**src/rtl/ifu32_pkg.sv**
```systemverilog
// ifu32_pkg: shared definitions for the instruction fetch unit.
//   FSM state encodings, fault codes reported on inst_fault_o, and the
//   instruction substituted for a word that could not be fetched.
package ifu32_pkg;

    typedef logic [1:0] fault_t;

    localparam logic [2:0] ST_IDLE  = 3'd0;
    localparam logic [2:0] ST_REQ   = 3'd1;
    localparam logic [2:0] ST_WAIT  = 3'd2;
    localparam logic [2:0] ST_HOLD  = 3'd3;
    localparam logic [2:0] ST_DRAIN = 3'd4;

    localparam fault_t FLT_NONE = 2'd0;
    localparam fault_t FLT_MIS  = 2'd1;
    localparam fault_t FLT_BUS  = 2'd2;
    localparam fault_t FLT_TMO  = 2'd3;

    // addi x0, x0, 0
    localparam logic [31:0] NOP_INST = 32'h0000_0013;

endpackage

```
**src/rtl/ifu32_wdog.sv**
```systemverilog
// ifu32_wdog: saturating response watchdog.
//   clk_i      clock
//   rst_i      synchronous active-high reset
//   clr_i      restart the count from zero
//   en_i       count this cycle
//   expired_o  high in the counting cycle in which the count reaches TIMEOUT
//              (and every counting cycle after); never high when TIMEOUT=0
module ifu32_wdog #(
    parameter int unsigned TIMEOUT  = 255,
    parameter int unsigned TO_WIDTH = 8
) (
    input  logic clk_i,
    input  logic rst_i,
    input  logic clr_i,
    input  logic en_i,
    output logic expired_o
);

    localparam logic [TO_WIDTH-1:0] CNT_MAX  = TO_WIDTH'(TIMEOUT);
    localparam logic [TO_WIDTH-1:0] CNT_LAST = TO_WIDTH'((TIMEOUT == 0) ? 0 : TIMEOUT - 1);

    logic [TO_WIDTH-1:0] cnt_q, cnt_d;

    always_comb begin
        cnt_d = cnt_q;
        if (TIMEOUT == 0) begin
            cnt_d = '0;
        end else if (clr_i) begin
            cnt_d = '0;
        end else if (en_i && (cnt_q != CNT_MAX)) begin
            cnt_d = cnt_q + 1'b1;
        end
    end

    always_ff @(posedge clk_i) begin
        if (rst_i) cnt_q <= '0;
        else       cnt_q <= cnt_d;
    end

    // Flag the cycle whose increment lands on TIMEOUT so the FSM leaves
    // after exactly TIMEOUT counting cycles.
    assign expired_o = (TIMEOUT != 0) && en_i && (cnt_q >= CNT_LAST);

endmodule

```
**src/rtl/ifu32.sv**
```systemverilog
// ifu32: instruction fetch unit for the GPC32 core.
//   Issues one request at a time on the imem req/gnt/rvalid bus for the PC
//   presented by the core and holds the result until the core retires it.
//   Ports:
//     clk_i, rst_i                 clock, synchronous active-high reset
//     fetch_en_i, fetch_pc_i       fetch request and PC (sampled in IDLE)
//     flush_i                      redirect: abandon the current fetch
//     inst_o, inst_valid_o,
//     inst_fault_o, inst_ready_i   instruction handoff to the core
//     imem_req_o, imem_addr_o,
//     imem_gnt_i                   request channel
//     imem_rvalid_i, imem_rdata_i,
//     imem_err_i                   response channel
//   All outputs come straight from registers.
//
//   state | meaning
//   IDLE  | waiting for fetch_en
//   REQ   | imem_req high, waiting for gnt
//   WAIT  | granted, waiting for rvalid (watchdog running)
//   HOLD  | inst/fault presented until inst_ready
//   DRAIN | flushed with a response still in flight; swallow it
module ifu32 #(
    parameter int unsigned WIDTH    = 32,
    parameter int unsigned INST_MAX = 32,
    parameter int unsigned TIMEOUT  = 255,
    parameter int unsigned TO_WIDTH = 8
) (
    input  logic                clk_i,
    input  logic                rst_i,
    input  logic                fetch_en_i,
    input  logic [WIDTH-1:0]    fetch_pc_i,
    input  logic                flush_i,
    output logic [INST_MAX-1:0] inst_o,
    output logic                inst_valid_o,
    input  logic                inst_ready_i,
    output logic [1:0]          inst_fault_o,
    output logic                imem_req_o,
    output logic [WIDTH-1:0]    imem_addr_o,
    input  logic                imem_gnt_i,
    input  logic                imem_rvalid_i,
    input  logic [INST_MAX-1:0] imem_rdata_i,
    input  logic                imem_err_i
);

    import ifu32_pkg::*;

    localparam logic [INST_MAX-1:0] NOP = INST_MAX'(NOP_INST);

    logic [2:0]          state_q, state_d;
    logic [INST_MAX-1:0] inst_q, inst_d;
    logic                valid_q, valid_d;
    fault_t              fault_q, fault_d;
    logic                req_q, req_d;
    logic [WIDTH-1:0]    addr_q, addr_d;

    logic wd_clr, wd_en, wd_expired;

    assign wd_en = (state_q == ST_WAIT) || (state_q == ST_DRAIN);

    ifu32_wdog #(
        .TIMEOUT  (TIMEOUT),
        .TO_WIDTH (TO_WIDTH)
    ) u_wdog (
        .clk_i     (clk_i),
        .rst_i     (rst_i),
        .clr_i     (wd_clr),
        .en_i      (wd_en),
        .expired_o (wd_expired)
    );

    always_comb begin
        state_d = state_q;
        inst_d  = inst_q;
        valid_d = valid_q;
        fault_d = fault_q;
        req_d   = req_q;
        addr_d  = addr_q;
        wd_clr  = 1'b0;

        case (state_q)
            ST_IDLE: begin
                if (fetch_en_i && !flush_i) begin
                    addr_d = fetch_pc_i;
                    if (fetch_pc_i[1:0] != 2'b00) begin
                        state_d = ST_HOLD;
                        inst_d  = NOP;
                        fault_d = FLT_MIS;
                        valid_d = 1'b1;
                    end else begin
                        state_d = ST_REQ;
                        req_d   = 1'b1;
                    end
                end
            end
            ST_REQ: begin
                if (imem_gnt_i) begin
                    // Once granted the response is owed, so a flush here
                    // still has to wait it out in DRAIN.
                    wd_clr  = 1'b1;
                    req_d   = 1'b0;
                    state_d = flush_i ? ST_DRAIN : ST_WAIT;
                end else if (flush_i) begin
                    req_d   = 1'b0;
                    state_d = ST_IDLE;
                end
            end
            ST_WAIT: begin
                if (imem_rvalid_i) begin
                    if (flush_i) begin
                        state_d = ST_IDLE;
                    end else begin
                        state_d = ST_HOLD;
                        valid_d = 1'b1;
                        inst_d  = imem_err_i ? NOP : imem_rdata_i;
                        fault_d = imem_err_i ? FLT_BUS : FLT_NONE;
                    end
                end else if (flush_i) begin
                    state_d = ST_DRAIN;
                end else if (wd_expired) begin
                    state_d = ST_HOLD;
                    valid_d = 1'b1;
                    inst_d  = NOP;
                    fault_d = FLT_TMO;
                end
            end
            ST_HOLD: begin
                if (flush_i || inst_ready_i) begin
                    state_d = ST_IDLE;
                    valid_d = 1'b0;
                    fault_d = FLT_NONE;
                end
            end
            ST_DRAIN: begin
                if (imem_rvalid_i || wd_expired) begin
                    state_d = ST_IDLE;
                end
            end
            default: begin
                state_d = ST_IDLE;
                valid_d = 1'b0;
                req_d   = 1'b0;
            end
        endcase
    end

    always_ff @(posedge clk_i) begin
        if (rst_i) begin
            state_q <= ST_IDLE;
            inst_q  <= '0;
            valid_q <= 1'b0;
            fault_q <= FLT_NONE;
            req_q   <= 1'b0;
            addr_q  <= '0;
        end else begin
            state_q <= state_d;
            inst_q  <= inst_d;
            valid_q <= valid_d;
            fault_q <= fault_d;
            req_q   <= req_d;
            addr_q  <= addr_d;
        end
    end

    assign inst_o       = inst_q;
    assign inst_valid_o = valid_q;
    assign inst_fault_o = fault_q;
    assign imem_req_o   = req_q;
    assign imem_addr_o  = addr_q;

endmodule

```
**config.mk**
```make
export PLATFORM = sky130hd
export DESIGN_NAME = ifu32
export DESIGN_NICKNAME = d
export VERILOG_FILES = /design/src/rtl/ifu32_pkg.sv /design/src/rtl/ifu32_wdog.sv /design/src/rtl/ifu32.sv
export SDC_FILE = /design/constraint.sdc
export NUM_CORES = 1
export LEC_CHECK = 0
export BUFFER_PORTS_ARGS = -buffer_cell sky130_fd_sc_hd__buf_2
export CAP_MARGIN = 40
export CORE_MARGIN = 8
export CORE_UTILIZATION = 47
export DETAILED_ROUTE_END_ITERATION = 10
export PLACE_DENSITY = 0.83
export SLEW_MARGIN = 20
export SYNTH_ARGS = -nofsm -noshare
export SYNTH_HDL_FRONTEND = slang
export SYNTH_SLANG_ARGS = --single-unit
```
**constraint.sdc**
```tcl
create_clock -name clk_i -period 2.29 [get_ports clk_i]
set_clock_uncertainty 0.1 [all_clocks]
set_input_delay 0 -clock clk_i [delete_from_list [all_inputs] [get_ports clk_i]]
set_output_delay 0 -clock clk_i [all_outputs]
set_load 0.02 [all_outputs]
```
==> results.py, run 1 <==
metrics = {
    "yosys": {
        "yosys_warnings": 0,
        "synth_edf_count": 0,
        "synth.area.top_cells": "dfxtp_1 (49%), nand2_1 (12%), a21oi_1 (6.1%), nand3_1 (4.7%), o21ai_0 (4.0%)",
        "synth_area_per_cell_sq_um": 8.21,
        "synth_area_sq_um": 3220,
        "synth_top_family_by_area": "simple AND/OR/NAND/NOR gates",
        "async_flop_share_pct": 0,
        "synth_cells": 392,
        "synth_mux_area_share_pct": 0.622,
        "synth.top_cell.area_share_pct": 49.1,
        "synthFlopType": "dfxtp_1",
        "yosysTopAreaCell": "dfxtp_1",
        "yosysSeqAreaShare_pct": 49.1,
        "ys_types": 46,
        "yosys.area_share.simple_pct": 23.6,
        "synth_fa_ha_area_share_pct": 0.777,
        "synthXorXnorAreaFrac_pct": 2.41,
        "ys_ff_latch": 79,
        "synth_compound_area_share_pct": 18.1,
        "synth_fp_nets": 466,
    },
    "placement": {
        "place_ws_ps": 418,
        "place_congestion": 0.893,
        "place_area_sq_um": 3970,
        "io_buffers": 139,
        "dp_hpwl_microns": 6630,
    },
    "route": {
        "first_pass_iters": 5,
        "post-route-drc-count": 0,
        "drt-total-wl_microns": 10700,
        "vias": 3552,
        "ant_nets": 0,
        "wl_per_cell_microns": 15.8,
        "drt_iter0_drc": 185,
        "viasPerCell": 5.26,
    },
    "floorplanning": {
        "num_io_pins": 140,
        "dieWidth_microns": 98.8,
        "die-area_sq_um": 9750,
        "std_cell_rows": 30,
        "fp.dieH_microns": 98.8,
        "core_sq_um": 6720,
        "start_util_pct": 47.9,
    },
    "cells_and_area": {
        "fill_cells": 462,
        "seqCellArea_sq_um": 1580,
        "mostFrequentLayoutCells": "buf_2 (139), nand2_1 (103), dfxtp_1 (79)",
        "design_area_sq_um": 4810,
        "layout_commonest_cell": "buf_2",
        "drive_above_1_share_pct": 29.5,
        "nets": 663,
        "area_delta_synth_final_pct": 49.5,
        "multiInputGateArea_sq_um": 1480,
    },
    "worst_setup_path": {
        "critPathKind": "flip-flop to flip-flop",
        "slowest_delay_ps": 460,
        "slowest_stage": "o2111a_2",
        "path_cells": "ha_1 > o211ai_1 > o21ai_1 > o2111a_2 > buf_12 > nand3_1 > o21ai_0",
        "r2r-start": "u_wdog.cnt_q[1]",
        "cp.arrival_ps": 2100,
        "crit_path_end_kind": "flip-flop",
        "cp-start-kind": "flip-flop",
        "cp_max_fo": 43,
        "critical_path.startpoint": "u_wdog.cnt_q[1]",
        "critPathRequiredTime_ps": 2430,
    },
    "sta": {
        "clock.fmax_mhz": 512,
        "fin_crit_sh_pct": 85.4,
        "finalCriticalPeriod_ps": 1950,
        "maxSlewHeadroom_pct": 57.2,
        "layout_setup_ws_ps": 335,
        "tightest_slew_ps": 638,
        "setup_viol": 0,
        "slew_violations": 0,
        "setup_tns_ps": 0,
        "rsz0062_at_grt": "no",
        "hold_viol": 0,
    },
    "cts": {
        "clockRootBuffer": "clkbuf_8",
        "clkTransAtPathRegs_ps": 80,
        "insertion_delay_ps": 340,
        "htree_num_levels": 3,
        "cts_buffers": 9,
        "postCtsSetupBuffers": 0,
        "cts_tree": "built",
        "clock-sinks": 79,
        "cts_buffer_depth": 2,
    },
    "status": {
        "outcome": "finished, final reports clean",
    },
    "global_route": {
        "antenna_found_initial": 1,
        "grt_overflow": 0,
        "grt_usage_pct": 21.8,
        "grt_pass1_wl_microns": 17500,
        "grt_pass1_vias": 3678,
        "grt_max_degree": 44,
    },
    "power_and_ir_drop": {
        "p_per_area_nw_per_um2": 803,
        "switchingPower_mw": 1.39,
        "p_sw_share_pct": 35.8,
        "seq_power_share_pct": 41.7,
        "power_frac_comb_pct": 33.6,
        "power_frac_clock_pct": 24.7,
        "p_int_mw": 2.48,
        "p_leak_nw": 2.09,
        "peakVddDrop_uv": 474,
    },
    "worst_hold_path": {
        "hold_path.startpoint": "imem_rvalid_i",
        "hold_path.class": "input pin to flip-flop",
    },
    "run": {
        "max_cap_viol_count": 0,
    },
}
==> layout make-up <==
class / count / area share, %
sequential: 79 / 32.9
multi-input combinational: 280 / 30.7
timing repair buffer: 214 / 30.1
clock buffer: 12 / 3.22
tap: 80 / 2.08
clock inverter: 4 / 0.598
inverter: 5 / 0.390
antenna: 1 / 0.0520
==> Yosys cell counts (all sizes together) (4+ instances only) <==
master	instances
nor2	15
buf	17
o21ai	35
a21oi	39
nor3	5
nor2b	4
clkbuf	11
nand3	30
xor2	5
nand2	103
nand4	5
inv	5
dfxtp	79
==> timing repair <==
| item | 4_1_cts | 5_1_grt |
|---|---|---|
| endpoints found under the hold margin | 67 | 0 |
| gates resized for setup | 0 | 0 |
| hold buffers | 66 | 0 |
==> flip-flops by register name (all words and copies together) (netlist names) <==
| signal | cells |
|---|---|
| state_q | 3 |
| u_wdog.cnt_q | 8 |
| imem_addr_o | 32 |
| inst_fault_o | 2 |
| inst_o | 32 |
| imem_req_o | 1 |
| inst_valid_o | 1 |
==> per-layer routing <==
layer | vias up | track usage (%) | routed length, microns
li1 | 1735 | - | -
met1 | 1624 | 22.4 | 4060
met2 | 146 | 38.5 | 5520
met3 | 47 | 4.58 | 536
met4 | 0 | 15.8 | 568
met5 | - | 0 | 0
==> worst paths after layout <==
path	end	slack, ps	depth (start not counted)
setup / recovery	inst_o[16]	340	7
hold / removal	inst_fault_o[1]	20	4
hold reg to reg	inst_o[2]	350	2
setup reg to reg	inst_o[16]	340	7
==> critical path: cells and delay by family, from the launching register on <==
kind,cells,cell delay [ps]
buffers and inverters,1,250
adder cells (fa/ha/maj),1,170
AND/OR/NAND/NOR,1,90
flip-flops,1,390
AO/OA/AOI/OAI,4,860
==> cells by family after synthesis <==
logic type / count (synthesis)
XOR/XNOR: 8
AND/OR/NAND/NOR: 172
flip-flops: 79
multiplexers: 2
adder cells (fa/ha/maj): 2
AO/OA/AOI/OAI: 96
buffers and inverters: 33
==> power groups by stage <==
stage               registers, mW  logic (mW)  clock network [mW]
floorplan                    1.75       0.765                   0
global route                 1.63        1.42                1.03
global placement             1.63        1.16                   0
finish                       1.61        1.30               0.955
CTS                          1.61        1.28               0.968
detailed placement           1.64        1.19                   0
==> stage by stage <==
step | hold slack (ps) | std cells | util [%] | total power, mW
after detailed placement | 121 | 592 | 59.0 | 2.82
after floorplan | 30.4 | 392 | - | 2.51
after global routing | 49.4 | 675 | 71.6 | 4.08
after global placement | 111 | 592 | 59.0 | 2.79
after CTS | 16.1 | 674 | 71.6 | 3.85
final | 23.4 | 675 | 71.6 | 3.87
Power figures use the tool's default switching activity.
==> run 2, diff against run 1 <==
Settings changed: ABC_AREA from default to 1, CORE_UTILIZATION 47 to 49, MAX_ROUTING_LAYER from default to met4, PLACE_DENSITY 0.83 to 0.84.
==> run 2 against run 1 <==
Effect of this change: sequential power grew 30%; via count grew 23%; core utilization shrank 0.72 points; combinational power grew 130%; first-iteration DRC count grew 10%; flip-flop and latch count is the same; critical path type unchanged; largest power group is now combinational logic; highest routed layer unchanged.
==> results.py, run 2 <==
metrics = {
    "status": {
        "outcome": "finished, final reports clean",
    },
    "route": {
        "drt-total-wl_microns": 12400,
        "top_layer": "met4",
        "wl_met1_microns": 4980,
        "drt_iter0_drc": 204,
        "ant_nets": 0,
        "post-route-drc-count": 0,
        "viasPerCell": 4.97,
        "first_pass_iters": 5,
        "vias": 4372,
        "wl_met3_microns": 1110,
        "wl_per_cell_microns": 14.1,
        "dr_wl_met2_microns": 6050,
    },
    "worst_setup_path": {
        "slowest_stage": "dlygate4sd3_1",
        "critPathKind": "flip-flop to flip-flop",
        "critPathTopFamily": "simple AND/OR/NAND/NOR gates",
        "r2r-start": "state_q[1]",
        "cp.arrival_ps": 2120,
        "slowest_delay_ps": 560,
        "crit_path_end_kind": "flip-flop",
        "crit_end": "imem_req_o",
        "reg2reg_depth": 8,
        "crit_buf_inv": 1,
        "cp_max_fo": 7,
        "cp-start-kind": "flip-flop",
        "critPathRequiredTime_ps": 2440,
        "rrSetupSlack_ps": 320,
        "r2r_end": "imem_req_o",
        "path_cells": "nor2_1 > nand2_1 > o21ai_0 > nor2_1 > nand3_1 > nand2_1 > a21oi_1 > dlygate4sd3_1",
        "path_depth": 8,
        "critical_path.startpoint": "state_q[1]",
    },
    "cells_and_area": {
        "mostFrequentLayoutCells": "buf_2 (139), nand2_1 (137), nor2_1 (128)",
        "layout_commonest_cell": "buf_2",
        "drive_above_1_share_pct": 23.0,
        "instances_no_fill": 879,
        "fill_cells": 603,
        "nets": 846,
        "antenna-diode-count": 0,
        "area_delta_synth_final_pct": 43.8,
    },
    "cts": {
        "cts_buffer_depth": 2,
        "clkTransAtPathRegs_ps": 90,
        "cts_tree": "built",
        "postCtsSetupBuffers": 0,
        "clockRootBuffer": "clkbuf_8",
        "insertion_delay_ps": 360,
        "htree_num_levels": 3,
        "clock-sinks": 79,
        "cts_buffers": 9,
    },
    "global_route": {
        "grt_max_degree": 37,
        "grt_overflow": 0,
        "antenna_found_initial": 0,
        "grt_usage_pct": 24.1,
        "grt_pass1_vias": 4374,
        "grt_pass1_wl_microns": 19800,
    },
    "placement": {
        "place_congestion": 0.947,
        "dp.cells": 795,
        "io_buffers": 139,
        "dp_hpwl_microns": 7800,
    },
    "floorplanning": {
        "fp.dieH_microns": 103,
        "die-area_sq_um": 10700,
        "dieWidth_microns": 103,
        "start_util_pct": 49.3,
        "core_sq_um": 7570,
        "std_cell_rows": 32,
        "num_io_pins": 140,
    },
    "yosys": {
        "synthFlopType": "dfxtp_1",
        "ys_ff_latch": 79,
        "async_flop_share_pct": 0,
        "synth_fp_nets": 648,
        "synth_commonest_cells": "nand2_1 (137), nor2_1 (128), inv_1 (85)",
        "synth.area.top_cells": "dfxtp_1 (42%), nand2_1 (14%), nor2_1 (13%), inv_1 (8.6%), nand4_1 (5.4%)",
        "yosysSeqAreaShare_pct": 42.4,
        "synth_edf_count": 0,
        "synth_area_sq_um": 3730,
        "yosys_warnings": 0,
        "synth.most_common_cell": "nand2_1",
        "synth_area_per_cell_sq_um": 6.50,
        "synth_cells": 574,
        "synth.top_cell.area_share_pct": 42.4,
        "ys_types": 28,
        "yosysTopAreaCell": "dfxtp_1",
    },
    "sta": {
        "setup_viol": 0,
        "hold_viol": 0,
        "rsz0062_at_grt": "no",
        "maxSlewHeadroom_pct": 69.8,
        "slew_violations": 0,
        "setup_tns_ps": 0,
        "finalCriticalPeriod_ps": 1970,
        "tightest_slew_ps": 452,
        "clock.fmax_mhz": 507,
        "fin_crit_sh_pct": 86.1,
    },
    "power_and_ir_drop": {
        "switchingPower_mw": 2.84,
        "p_leak_nw": 2.84,
        "p_per_area_nw_per_um2": 1160,
        "p_sw_share_pct": 45.6,
        "power_frac_clock_pct": 17.4,
        "peakVddDrop_uv": 594,
        "power_mw": 6.22,
        "power_frac_comb_pct": 48.9,
        "p_int_mw": 3.38,
        "seq_power_share_pct": 33.8,
    },
    "run": {
        "max_cap_viol_count": 0,
    },
    "worst_hold_path": {
        "hold_path.class": "input pin to flip-flop",
    },
}
## run 2: cell count changes in the layout (fill, tap and decap cells not counted), moves of 4 or more
| cell | change |
|---|---|
| a21oi_1 | -26 |
| o21ai_0 | +8 |
| nand3_1 | -22 |
| inv_1 | +80 |
| nor2_1 | +113 |
| nand4_1 | +27 |
| inv_2 | +8 |
| o21ai_1 | -6 |
| nor2b_1 | -4 |
| nand2_1 | +34 |
## run 2: cell type report
type	instances	area [sq um]	area share, %
well taps	102	128	2.38
multi-input cells	375	1650	30.8
flip-flops and latches	79	1580	29.5
clock inverters	7	80.1	1.49
inverters	93	349	6.51
repair buffers	214	1450	27.0
clock buffers	9	124	2.31
## run 2: repair_timing
item | in CTS | in global routing
hold endpoints to repair | 67 | 0
gates resized for setup | 0 | 0
hold buffers | 68 | 0
## run 2: worst min path at each step
stage                            to  cells after the start            from
global route             state_q[2]                      5      imem_gnt_i
global placement     imem_addr_o[8]                      3   fetch_pc_i[8]
CTS                      state_q[2]                      5      imem_gnt_i
floorplan                imem_req_o                      1           rst_i
finish                   state_q[2]                      5      imem_gnt_i
detailed placement  imem_addr_o[27]                      3  fetch_pc_i[27]
## run 2: worst register-to-register path, delay by kind of cell, from the launching register on
kind	cells	cell delay, ps
flip-flops	1	480
buffers and inverters	1	560
AND/OR/NAND/NOR	5	560
AO/OA/AOI/OAI	2	150
## run 2: per-stage QoR
step	setup WS [ps]	cell area (sq um)	hold slack, ps	util, %
2_1_floorplan	746	3730	-30.9	-
3_3_place_gp	467	4470	122	59.0
3_5_place_dp	372	4480	126	59.2
4_1_cts	359	5370	3.77	70.9
5_1_grt	153	5370	69.4	70.9
6_report	319	5370	16.0	70.9
## run 2: per-layer routing
metal / global-route usage [%] / vias up
li1: - / 2147
met1: 26.7 / 1965
met4: 10.0 / 0
met2: 41.2 / 232
met5: - / -
met3: 5.09 / 28
## run 2: kinds of logic (layout without fill, tap and decap cells)
group	after synthesis	in the layout	synth area share [%]
simple gates	318	318	35.9
flops	79	79	42.4
fa+ha+maj	2	2	0.671
compound gates	52	52	7.11
buf+inv	120	323	13.3
xor+xnor	3	3	0.705
## run 2: power groups by stage
stage / clock (mW) / sequential (mW) / combinational (mW)
floorplan: 0 / 2.59 / 1.64
global placement: 0 / 2.08 / 2.80
detailed placement: 0 / 2.11 / 2.89
CTS: 1.10 / 2.08 / 3.01
global route: 1.16 / 2.15 / 3.41
finish: 1.08 / 2.10 / 3.04
